`config.mk`:
```
export PLATFORM = sky130hd
export DESIGN_NAME = serial_rbs
export DESIGN_NICKNAME = d
export VERILOG_FILES = /design/src/rtl/serial_rbs.sv
export SDC_FILE = /design/constraint.sdc
export NUM_CORES = 1
export LEC_CHECK = 0
export ABC_AREA = 1
export CORE_MARGIN = 8
export CORE_UTILIZATION = 50
export DETAILED_ROUTE_END_ITERATION = 8
export GPL_TIMING_DRIVEN = 0
export PLACE_DENSITY = 0.79
export RECOVER_POWER = 25
export SLEW_MARGIN = 15
export SYNTH_ARGS = -nofsm -noshare
export SYNTH_HDL_FRONTEND = slang
export SYNTH_SLANG_ARGS = --single-unit
export TNS_END_PERCENT = 1
```
`constraint.sdc`:
```
create_clock -name clk -period 1.6 [get_ports clk]
set_input_delay 0.16 -clock clk [delete_from_list [all_inputs] [get_ports clk]]
set_output_delay 0.16 -clock clk [all_outputs]
set_load 0.02 [all_outputs]
```
`src/rtl/serial_rbs.sv`:
```
// Bit-serial ripple-borrow subtractor: in1 - in2 - borrow_in, one bit per clock, start/done handshake.
// Optional signed-overflow output ovf is enabled by defining SERIAL_RBS_OVF_EN.
module serial_rbs #(
   parameter int N = 4
) (
   input  logic         clk,
   input  logic         rst_n,
   input  logic         start,
   input  logic [N-1:0] in1,
   input  logic [N-1:0] in2,
   input  logic         borrow_in,
   output logic         busy,
   output logic         done,
   output logic [N-1:0] diff,
   output logic         borrow_out
`ifdef SERIAL_RBS_OVF_EN
   ,
   output logic         ovf
`endif
);

   localparam int CW = $clog2(N);

   typedef enum logic [1:0] {
      IDLE = 2'b00,
      RUN  = 2'b01,
      DONE = 2'b10
   } state_t;

   state_t          state_r;
   logic [N-1:0]    a_r;
   logic [N-1:0]    b_r;
   logic [N-1:0]    diff_r;
   logic            br_r;
   logic [CW-1:0]   cnt_r;
   logic            busy_r;
   logic            done_r;
   logic            borrow_out_r;
   logic            d_s;
   logic            bo_s;
`ifdef SERIAL_RBS_OVF_EN
   logic            ovf_r;
`endif

   function automatic logic fs_diff(input logic a, input logic b, input logic bi);
      return a ^ b ^ bi;
   endfunction

   function automatic logic fs_borrow(input logic a, input logic b, input logic bi);
      return (~a & b) | (~(a ^ b) & bi);
   endfunction

   // Full-subtractor cell on the current LSBs and the running borrow
   always_comb begin
      d_s  = fs_diff(a_r[0], b_r[0], br_r);
      bo_s = fs_borrow(a_r[0], b_r[0], br_r);
   end

   // Control FSM and serial datapath
   always_ff @(posedge clk) begin
      if (!rst_n) begin
         state_r      <= IDLE;
         a_r          <= '0;
         b_r          <= '0;
         diff_r       <= '0;
         br_r         <= 1'b0;
         cnt_r        <= '0;
         busy_r       <= 1'b0;
         done_r       <= 1'b0;
         borrow_out_r <= 1'b0;
`ifdef SERIAL_RBS_OVF_EN
         ovf_r        <= 1'b0;
`endif
      end else begin
         case (state_r)
            IDLE: begin
               done_r <= 1'b0;
               if (start) begin
                  a_r     <= in1;
                  b_r     <= in2;
                  br_r    <= borrow_in;
                  cnt_r   <= '0;
                  diff_r  <= '0;
                  busy_r  <= 1'b1;
                  state_r <= RUN;
               end else begin
                  busy_r  <= 1'b0;
               end
            end
            RUN: begin
               a_r    <= {1'b0, a_r[N-1:1]};
               b_r    <= {1'b0, b_r[N-1:1]};
               diff_r <= {d_s, diff_r[N-1:1]};
               br_r   <= bo_s;
               cnt_r  <= cnt_r + CW'(1);
               // This edge consumes the MSB: publish the final borrow and finish
               if (cnt_r == CW'(N - 1)) begin
                  borrow_out_r <= bo_s;
`ifdef SERIAL_RBS_OVF_EN
                  ovf_r        <= (a_r[0] != b_r[0]) && (d_s != a_r[0]);
`endif
                  done_r       <= 1'b1;
                  state_r      <= DONE;
               end else begin
                  done_r       <= 1'b0;
               end
            end
            DONE: begin
               done_r  <= 1'b0;
               busy_r  <= 1'b0;
               state_r <= IDLE;
            end
            default: begin
               done_r  <= 1'b0;
               busy_r  <= 1'b0;
               state_r <= IDLE;
            end
         endcase
      end
   end

   assign busy       = busy_r;
   assign done       = done_r;
   assign diff       = diff_r;
   assign borrow_out = borrow_out_r;
`ifdef SERIAL_RBS_OVF_EN
   assign ovf        = ovf_r;
`endif

endmodule

```
== Word level (Yosys, flattened, before mapping) ==
Index checks and enable logic that the tools add are counted.

* Output and inout port bits: 7
* Register bits: 20

* Bitwise operators: 7
* Multiplexer cells: 16
* Add/subtract/negate cells: 1
* Reduce and logical (&&, ||, !) cells: 6
* Equal/unequal tests: 4

{| class="wikitable"
|+ Operators by type and width
! kind !! count
|-
| case mux 4 bit (2 select lines) || 3
|-
| 2-to-1 mux 4 bit || 3
|-
| case mux 2 bit (2 select lines) || 2
|-
| AND reduction 2 bit || 4
|-
| 2-to-1 mux 2 bit || 3
|-
| != test 2 bit, second input constant || 2
|-
| case mux 1 bit (2 select lines) || 2
|-
| 2-to-1 mux 1 bit || 3
|-
| adder 2 x 1 -> 2 bit, second input constant || 1
|-
| bitwise AND 1 bit || 2
|-
| equality test 2 x 1 -> 1 bit, second input constant || 1
|-
| equality test 2 bit, second input constant || 1
|-
| zero test 2 bit || 1
|-
| NOT 1 bit || 2
|-
| nonzero test 2 bit || 1
|-
| bitwise XOR 1 bit || 2
|-
| OR 1 bit || 1
|}

== Logic depth before layout (Yosys ltp) ==
* Word-level depth: 5
* Mapped depth: 7
* Mapped depth without buffers: 7

== Worst setup path before layout ==
OpenSTA, ideal clock, no wires.

* Path kind: reg-to-reg
* Start point: reg a_r[0]
* End point: reg diff_r[3] (netlist: diff[3])
* Period minus slack after synthesis: 1.065 ns
* Library setup time: 0.070 ns
* Cell stages (with the launch flop): 4
* Setup slack: 0.535 ns
* Arrival time: 0.995 ns
* Path buffers: 0
* Required time: 1.530 ns
* Path through: dfxtp_1 fa_1 nand2_1 a21oi_1

* Word-level cells in the longest chain between the ends: 3

{| class="wikitable"
|+ Ends and longest elaborated chain
! what !! line !! source
|-
| start, declared || 31 || <nowiki>logic [N-1:0] a_r;</nowiki>
|-
| start signal, assigned || 79 || <nowiki>a_r <= in1;</nowiki>
|-
| start signal, assigned || 91 || <nowiki>a_r <= {1'b0, a_r[N-1:1]};</nowiki>
|-
| bitwise XOR 1 bit (2 in a row) || 46 || <nowiki>return a ^ b ^ bi;</nowiki>
|-
| case mux 4 bit (2 select lines) || 75 || <nowiki>case (state_r)</nowiki>
|-
| end signal, assigned || 93 || <nowiki>diff_r <= {d_s, diff_r[N-1:1]};</nowiki>
|-
| end, declared || 33 || <nowiki>logic [N-1:0] diff_r;</nowiki>
|}

Every way passes these cells.
A chain may end at the register's enable or synchronous reset.

== Final worst setup path ==
* Start point: reg diff_r[1] (netlist: diff[1])
* End point: out diff[1]

{| class="wikitable"
|+ RTL lines
! what !! line !! source
|-
| end, declared || 14 || <nowiki>output logic [N-1:0] diff,</nowiki>
|}

No word-level cell between the ends.

==> metrics.md <==
| Metric | Value |
|---|---|
| Register area share after synthesis | `45.3%` |
| Library cells used by synthesis | `19` |
| GRT overflow | `0` |
| R2R Path End | `diff[3]` |
| I/O Pins | `19` |
| CTS Root Cell | `clkbuf_4` |
| Wl on met1 | `801 µm` |
| Setup Skew | `0.669 ps` |
| Reg2Reg Setup Slack | `300 ps` |
| Top-area cell type share of the netlist area | `45.3%` |
| Largest net degree at the start of global routing | `12` |
| Initial Util | `52.4%` |
| Clk Latency, worst-skew pair | `300 ps` |
| Post-synth EDFFs | `0` |
| Clock-pin slew on the worst setup and hold paths | `110 ps` |
| Post-CTS Setup Repair Bufs | `0` |
| CTS hold repair buffers | `0` |
| Hold crit path type | `input pin to flop` |
| Vias/cell | `4.83` |
| Worst path slowest cell | `clkdlybuf4s50_1` |
| Area of the mapped netlist | `885 µm²` |
| Rows | `15` |
| Clock buffer depth | `2` |
| Startpoint types | `flop` |
| Antenna violations before repair | `0` |
| Routability cong. | `0.795` |
| Synthesis-to-layout area growth | `24.0%` |
| Status | `finished clean` |
| Asr flop ratio synth | `0%` |
| Worst path top cell family by delay | `buffers and inverters` |
| Avg Inst Size Synth | `7.19 µm²` |
| Top sig layer | `met3` |
| Max cap viols | `0` |
| PwrDens | `918 nW/µm²` |
| Fill cells | `162` |
| Critical path arrival | `1290 ps` |
| Critical path's largest stage delay | `610 ps` |
| Max FO, Critical Path | `3` |
| Slew headroom | `69.3%` |
| Most common cell in the synthesized netlist | `nand2_1` |
| Initial drt markers | `13` |
| CTS tree | `built` |
| First-pass detailed-route iteration total | `4` |
| Tmin final | `1450 ps` |
| Slew at the pin closest to its max-slew limit | `460 ps` |
| Vias in the first global route | `694` |
| Final hold vios | `0` |
| CTS H-tree lvls | `1` |
| Worst VDD drop | `0.710 mV` |
| TritonCTS Buffers | `3` |
| Worst Path Required | `1440 ps` |
| R2R Path Start | `state_r[1]` |
| Hold Path Cell Cnt | `3` |
| Mapped Cells | `123` |
| Clock Sinks | `20` |
| # DRC | `0` |
| Core area | `1690 µm²` |
| Final Setup Violations | `0` |
| Die width | `58.1 µm` |
| FMAX | `691 MHz` |
| Routed wl met3 | `102 µm` |
| Post-cts resize count | `0` |
| Area contributors post-synth | `dfxtp_1 45%, nand2_1 18%, nor2_1 7.6%, a21oi_1 5.1%, inv_1 4.7%` |
| Post-synthesis register bit count | `20` |
| Worst reg2reg path depth | `5` |
| Pre-CTS WS | `301 ps` |
| Hold Crit Start | `rst_n` |
| Gr usage total | `10.8%` |
| Final critical-path setup slack | `153 ps` |
| Placed wire-length estimate | `1380 µm` |
| Critical path buffer and inverter count | `1` |
| Levels on crit path | `1` |
| Tcrit/Tclk final | `90.4%` |
| Leakage | `0.490 nW` |
| Die Y | `58.1 µm` |
| Syn Nets | `137` |
| Synth area leader | `dfxtp_1` |
| Setup TNS | `0 ps` |
| Setup crit end kind | `output pin` |
| Warning count from the yosys run | `0` |
| Diode count | `0` |
| Top FF cell, synth | `dfxtp_1` |
| Layout cell share with drive strength beyond 1 | `8.33%` |
| CP cell instances | `clkdlybuf4s50_1` |
| Crit path to | `diff[1]` |
| Final Max Slew Viols | `0` |
| Antenna-violating nets left | `0` |
| Routed length per instance | `11.0 µm` |
| Total Routed Length | `1770 µm` |
| Top cells by count, synth | `43 x nand2_1, 20 x dfxtp_1, 18 x nor2_1, 11 x inv_1, 9 x a21oi_1` |
| Total number of vias | `778` |
| RSZ-0062 raised after global routing | `no` |
| Crit Path Class | `flop to output pin` |
| Port buffer count | `17` |
| Crit path launch | `diff[1]` |
| Routed met2 length | `863 µm` |
| Nets | `159` |
| Die ar. | `3370 µm²` |
| First-pass GRT wire length | `2910 µm` |
[per-layer routing]
metal / track usage, % / up-vias
met5: 0 / -
met1: 12.4 / 347
met4: 2.10 / 0
met2: 18.3 / 19
li1: - / 412
met3: 4.42 / 0
[flip-flops by register name (all words and copies together) (netlist names)]
name,cells
b_r,4
diff,4
state_r,2
busy,1
done,1
cnt_r,2
br_r,1
borrow_out,1
a_r,4
[cells by family after synthesis]
kind of cell | Yosys count | synth area share, %
flip-flops | 20 | 45.3
AO/OA/AOI/OAI | 15 | 9.19
buffers and inverters | 18 | 9.62
AND/OR/NAND/NOR | 68 | 32.2
adder cells (fa/ha/maj) | 2 | 3.68
[tightest hold or removal path, stage by stage]
cell and delay, ps:
buf_2 160, nand2_1 80, nor2_1 30
[stage by stage]
stage          instances  power [mW]  hold slack, ps  instance area [µm²]  utilization, %
3_3_place_gp         157       0.723             452                 1080            63.7
4_1_cts              161        1.02             154                 1110            65.9
5_1_grt              161        1.06             166                 1100            65.0
2_1_floorplan        123       0.668             303                  885               -
6_report             161        1.01             160                 1100            65.0
3_5_place_dp         157       0.729             454                 1080            63.7
[placed cells by master, fill, tap and decap left out]
cell / Yosys / layout
clkbuf_1: 0 / 2
nand3_1: 2 / 2
nor2_1: 18 / 18
o21ai_1: 4 / 4
clkdlybuf4s50_1: 0 / 17
nand2_2: 1 / 1
clkbuf_8: 0 / 1
o21ai_2: 1 / 1
dfxtp_1: 20 / 20
nand2_1: 43 / 44
ha_1: 1 / 1
fa_1: 1 / 1
clkbuf_4: 0 / 3
a21oi_1: 9 / 9
buf_6: 1 / 1
buf_2: 2 / 2
o21a_1: 1 / 1
inv_1: 11 / 13
nor2_2: 1 / 1
nor2_4: 2 / 2
[report_power, final]
part	leakage (nW)	switching (mW)	total, mW	internal, mW
clock	0.0210	0.157	0.296	0.139
sequential	0.164	0.0144	0.540	0.526
combinational	0.305	0.0961	0.172	0.0755
total	0.490	0.268	1.01	0.740
[worst min-delay path by stage]
stage / to / slack (ps)
after floorplan: a_r[3] / 300
after global placement: diff[0] / 450
after CTS: a_r[1] / 150
after detailed placement: diff[0] / 450
final: a_r[1] / 160
after global routing: b_r[2] / 170
[layout make-up]
class	count	area, µm²	area share [%]
buffer	5	28.8	2.62
sequential	20	400	36.5
timing repair buffer	17	170	15.5
multi-input combinational	85	392	35.7
tap	17	21.3	1.94
inverter	13	48.8	4.45
clock buffer	4	36.3	3.31
Note: power is estimated with default switching activity, not from simulation.
